**src/rtl/mul_unit.sv**
```systemverilog
// Iterative shift-add multiplier for MUL/MLA: one multiplier bit per cycle,
// with a single-cycle register/flag write-back request on completion.
module mul_unit #(
   parameter bit EARLY_TERM = 1'b1
) (
   input  logic        clock,
   input  logic        reset,
   input  logic        start,
   input  logic        accumulate,
   input  logic        set_flags,
   input  logic [31:0] op_a,
   input  logic [31:0] op_b,
   input  logic [31:0] op_acc,
   input  logic [3:0]  rd_sel,
   input  logic [3:0]  flags_in,
   output logic        busy,
   output logic        done,
   output logic        wr_en,
   output logic [3:0]  wr_sel,
   output logic [31:0] result,
   output logic        flags_wr,
   output logic [3:0]  flags_out
);

   typedef enum logic [1:0] {IDLE, MUL, DONE} state_t;

   state_t      state_q, state_d;
   logic [31:0] mcand_q, mcand_d;
   logic [31:0] mplier_q, mplier_d;
   logic [31:0] acc_q, acc_d;
   logic [4:0]  cnt_q, cnt_d;
   logic [3:0]  rd_q, rd_d;
   logic        sf_q, sf_d;
   logic [3:0]  fl_q, fl_d;
   logic [31:0] result_q, result_d;
   logic [3:0]  wr_sel_q, wr_sel_d;
   logic [3:0]  flags_out_q, flags_out_d;

   logic        last_iter;
   logic        capture;
   logic [31:0] acc_sum;

   always_ff @(posedge clock) begin
      if (reset) begin
         state_q <= IDLE;
      end else begin
         state_q <= state_d;
      end
   end

   always_ff @(posedge clock) begin
      if (reset) begin
         mcand_q     <= '0;
         mplier_q    <= '0;
         acc_q       <= '0;
         cnt_q       <= '0;
         rd_q        <= '0;
         sf_q        <= 1'b0;
         fl_q        <= '0;
         result_q    <= '0;
         wr_sel_q    <= '0;
         flags_out_q <= '0;
      end else begin
         mcand_q     <= mcand_d;
         mplier_q    <= mplier_d;
         acc_q       <= acc_d;
         cnt_q       <= cnt_d;
         rd_q        <= rd_d;
         sf_q        <= sf_d;
         fl_q        <= fl_d;
         result_q    <= result_d;
         wr_sel_q    <= wr_sel_d;
         flags_out_q <= flags_out_d;
      end
   end

   // The current iteration is the last one if it is the 32nd, or (early
   // termination) if no set bits remain above the bit consumed now.
   assign last_iter = (cnt_q == 5'd31) || (EARLY_TERM && (mplier_q[31:1] == 31'd0));
   assign capture   = start && (state_q != MUL);
   assign acc_sum   = acc_q + (mplier_q[0] ? mcand_q : 32'd0);

   always_comb begin
      state_d = state_q;
      case (state_q)
         IDLE:    state_d = start ? MUL : IDLE;
         MUL:     state_d = last_iter ? DONE : MUL;
         DONE:    state_d = start ? MUL : IDLE;
         default: state_d = IDLE;
      endcase
   end

   always_comb begin
      mcand_d     = mcand_q;
      mplier_d    = mplier_q;
      acc_d       = acc_q;
      cnt_d       = cnt_q;
      rd_d        = rd_q;
      sf_d        = sf_q;
      fl_d        = fl_q;
      result_d    = result_q;
      wr_sel_d    = wr_sel_q;
      flags_out_d = flags_out_q;
      if (capture) begin
         mcand_d  = op_a;
         mplier_d = op_b;
         acc_d    = accumulate ? op_acc : 32'd0;
         cnt_d    = 5'd0;
         rd_d     = rd_sel;
         sf_d     = set_flags;
         fl_d     = flags_in;
      end else if (state_q == MUL) begin
         acc_d    = acc_sum;
         mcand_d  = {mcand_q[30:0], 1'b0};
         mplier_d = {1'b0, mplier_q[31:1]};
         cnt_d    = cnt_q + 5'd1;
         // Write-back values are registered on the way into DONE so they
         // persist until the next completion.
         if (last_iter) begin
            result_d    = acc_sum;
            wr_sel_d    = rd_q;
            flags_out_d = sf_q ? {acc_sum[31], (acc_sum == 32'd0), fl_q[1:0]} : fl_q;
         end
      end
   end

   always_comb begin
      busy      = (state_q == MUL);
      done      = (state_q == DONE);
      wr_en     = (state_q == DONE);
      flags_wr  = (state_q == DONE) && sf_q;
      result    = result_q;
      wr_sel    = wr_sel_q;
      flags_out = flags_out_q;
   end

endmodule

```
**config.mk**
```make
export PLATFORM = sky130hd
export DESIGN_NAME = mul_unit
export DESIGN_NICKNAME = d
export VERILOG_FILES = /design/src/rtl/mul_unit.sv
export SDC_FILE = /design/constraint.sdc
export NUM_CORES = 1
export LEC_CHECK = 0
export CORE_MARGIN = 5
export CORE_UTILIZATION = 57
export CTS_BUF_LIST = sky130_fd_sc_hd__clkbuf_4 sky130_fd_sc_hd__clkbuf_8 sky130_fd_sc_hd__clkbuf_16
export DETAILED_ROUTE_END_ITERATION = 12
export PLACE_DENSITY = 0.86
export SLEW_MARGIN = 20
export SYNTH_ARGS = -nofsm -noshare
export SYNTH_HDL_FRONTEND = slang
export SYNTH_SLANG_ARGS = --single-unit
```
**constraint.sdc**
```tcl
create_clock -name clock -period 8.95 [get_ports clock]
set_input_delay 0.895 -clock clock [delete_from_list [all_inputs] [get_ports clock]]
set_output_delay 0.895 -clock clock [all_outputs]
set_load 0.05 [all_outputs]
```
==> run summary <==
The worst-case IR drop observed on VDD is 136.3 uV. The finished layout holds 1320 standard cells, fillers aside. The post-placement cell count is 1288. The H-tree was split into 4 levels. The overall die area is 17340 um^2. In this run the remaining antenna-violating nets after routing total 0. The chip height is 131.7 um. The number of nets at the end of the flow came out at 1266.

The clock network latency to the later pin of the worst-skew pair came out at 430 ps. After synthesis, flip-flops and latches occupy 36.06% of the total area. In the synthesized netlist the dominant register cell turns out to be dfxtp_1. The flow ran to the end, and the final reports show no timing, DRC or antenna violations. In the finished design, the share of the clock period the worst path needs comes to 46.41%. The worst path required time is 9320 ps. The combined global-route utilization of all metal layers came out at 27.45%. Walking the worst path, the cells encountered are and2_1 -> ha_1 -> a211oi_2 -> o211ai_1 -> and3_1 -> or2_2 -> nor4_1 -> a311oi_1 -> or4_1 -> or4_1 -> o21ai_1.

Setup violations remaining at the end of the flow were counted as 0. The number of hold-slack violations in the final timing report is 0. Post-CTS timing repair inserted 0 buffers for setup.

The top cell types in the final layout, fill and taps aside, are dfxtp_1, clkdlybuf4s50_1, nor2_1. Dividing the detail-routed wire length by the instance count gives 18.44 um. The signal arrival time at the worst endpoint is 4520 ps. The area growth from synthesis to layout is 23.93%. The mean area per synthesized cell came out at 8.224 um^2. The number of maximum-capacitance violations is 0.

The element type at the critical path end is a register. The total power divided by cell area is 173.6 nW/um^2. The congestion estimate from routability-driven global placement came to 0.9997.

The number of antenna violations at the first check in global routing is 0. The number of buffers inserted for hold repair after clock tree synthesis is 0. The number of port buffers is 152. By instance count, the cell type seen most on the critical path is or4_1. The number of detailed-route iterations in the first pass is 6. The combined area of all synthesized cells came out at 8438 um^2. Of all nets on the critical path, the largest fanout is 33.

The residual overflow from global routing is 0. The CTS root buffer is clkbuf_16. The delay of the slowest critical-path stage came out at 930 ps. The number of diodes added for antenna fixing is 0. The fraction of final layout cells with drive strength greater than 1 is 5.018%. Counting every net in the synthesized netlist gives 1169.

In this run, distinct cell masters in the synthesized netlist total 66. The shortest period the worst path allows is 4154 ps. The number of top-level pins came out at 153. After detailed routing, the number of remaining DRC violations is 0.

The clock passes through at most 2 buffers. The max-slew violation total from the final report came out at 0. The async set-reset flop share out of synthesis is 0%. The first-pass GRT wire length came out at 39.45 mm. TritonCTS built the clock tree. The total negative slack is 0 ps.

The row count came out at 44. Counting the fill cells in the layout gives 1191. For this block, the routed nets add up to 24.34 mm of wire.

After synthesis the netlist holds a flip-flop and latch count of 152. The static power due to leakage came out at 4.095 nW. The worst clock skew on the final layout came out at 6.871 ps. The critical path is of the reg2reg type. In this run, the number of DRC markers left after iteration 0 of detailed routing was 688. The core footprint came out at 14530 um^2. The via count of the first global-routing pass came out at 7790. The detailed placer's ending HPWL came out at 17.37 mm. For this configuration, the core starts out at a cell density of 58.06%. The master of the slowest instance on the critical path is dfxtp_1.

The normalized max-slew margin came out at 36.69%. The number of flops mapped to enable cells by yosys is 0. Entering global routing, the biggest net connects 103 pins. The worst setup path is launched from a register.

At the end of the flow the core is filled with cells to 71.95%. Gates resized during post-CTS repair numbered 0. The total number of vias is 8063. The top achievable clock speed came out at 0.2407 GHz. The detailed-route vias per instance is 6.108. Yosys printed 0 warnings.

Setup repair after global routing left no endpoint under its margin. The synthesized instance count is 1026. The x dimension of the die came out at 131.7 um. The clock buffer count from CTS is 17. The CTS sink count came out at 152.

The clock edge transition at the registers on the reported setup and hold paths came out at 60 ps. The class of the tightest hold or removal check is reg2reg. The most common cell after layout, fill and taps aside is dfxtp_1.

For the pin with the worst max-slew slack, the measured transition is 949.7 ps.
-- metrics by stage --
step	instance area, um^2	hold WS [ps]	power [mW]	setup WS (ps)
2_1_floorplan	8438	432.1	0.9823	5645
3_3_place_gp	9856	438.2	1.082	5030
3_5_place_dp	9856	446.4	1.088	4921
4_1_cts	10460	454.6	1.817	4883
5_1_grt	10460	468.4	1.889	4563
6_report	10460	453.9	1.815	4796
-- path summary, 6_finish.rpt --
kind	startpoint	end	slack, ps	depth (start not counted)
max	mplier_q[0]	flags_out[2]	4800	11
min	rd_q[0]	rd_q[0]	450	2
max reg2reg	mplier_q[0]	flags_out[2]	4800	11
min reg2reg	rd_q[0]	rd_q[0]	450	2
-- routing by layer --
metal | GRT usage, % | vias up | wire length, um
met5 | 0 | - | 0
met4 | 14.00 | 0 | 1173
met3 | 6.116 | 76 | 1554
met2 | 45.71 | 308 | 11820
met1 | 33.29 | 3763 | 9796
li1 | - | 3916 | -
-- worst max-delay path, delay by kind of cell (launching register included) --
family,cells,cell delay [ps]
AO/OA/AOI/OAI,4,830
AND/OR/NAND/NOR,6,2080
adder cells (fa/ha/maj),1,250
flip-flops,1,930
-- cell families (layout without fill, tap and decap cells) --
kind of cell | Yosys count | in the layout | synth area share, %
AND/OR/NAND/NOR | 373 | 373 | 20.37
flip-flops | 152 | 152 | 36.06
multiplexers | 67 | 67 | 7.948
XOR/XNOR | 25 | 25 | 2.595
adder cells (fa/ha/maj) | 34 | 34 | 5.131
AO/OA/AOI/OAI | 280 | 280 | 22.61
buffers and inverters | 95 | 205 | 5.279
-- registers in the layout, summed over array words and instances (netlist names) --
signal,cells
flags_out,4
fl_q,4
cnt_q,5
result,32
mplier_q,32
mcand_q,32
wr_sel,4
rd_q,4
state_q,2
acc_q,32
sf_q,1
-- synth_stat cells (all sizes together) (2+ instances only) --
cell | number | area, um^2
or2 | 4 | 25.02
xnor2 | 16 | 140.1
nand4 | 10 | 62.56
or4 | 3 | 22.52
nand2b | 5 | 31.28
a41oi | 2 | 32.53
xor2 | 9 | 78.83
nor2 | 126 | 473.0
and2 | 39 | 246.5
o21ai | 28 | 140.1
ha | 33 | 412.9
o21a | 2 | 15.01
clkbuf | 62 | 242.7
dfxtp | 152 | 3043
a221oi | 32 | 280.3
a22oi | 2 | 15.01
mux2i | 67 | 670.6
o31ai | 4 | 35.03
inv | 12 | 45.04
nor2b | 2 | 12.51
o211ai | 7 | 52.55
nand3 | 18 | 90.09
and4 | 2 | 17.52
a21o | 4 | 30.03
buf | 20 | 153.9
a21boi | 5 | 41.29
a211oi | 83 | 628.1
nor4 | 11 | 68.82
a31oi | 4 | 25.02
o21bai | 4 | 30.03
nand2 | 103 | 386.6
and3 | 6 | 40.03
nor3 | 32 | 160.2
o22ai | 2 | 12.51
or3 | 8 | 50.05
a21oi | 87 | 435.4
-- power breakdown --
| part | leakage (nW) | internal, mW | switching (mW) |
|---|---|---|---|
| clock network | 0.297 | 0.437 | 0.298 |
| logic | 2.55 | 0.142 | 0.179 |
| registers | 1.25 | 0.721 | 0.0374 |
-- cell type report --
type	count	area (um^2)	share of cell area (%)
multi-input combinational	779	4957	47.40
sequential	152	3043	29.10
timing repair buffer	160	1577	15.08
clock buffer	21	467.9	4.475
tap	184	230.2	2.201
clock inverter	11	133.9	1.280
inverter	13	48.80	0.4666
(Power assumes the default switching activity.)
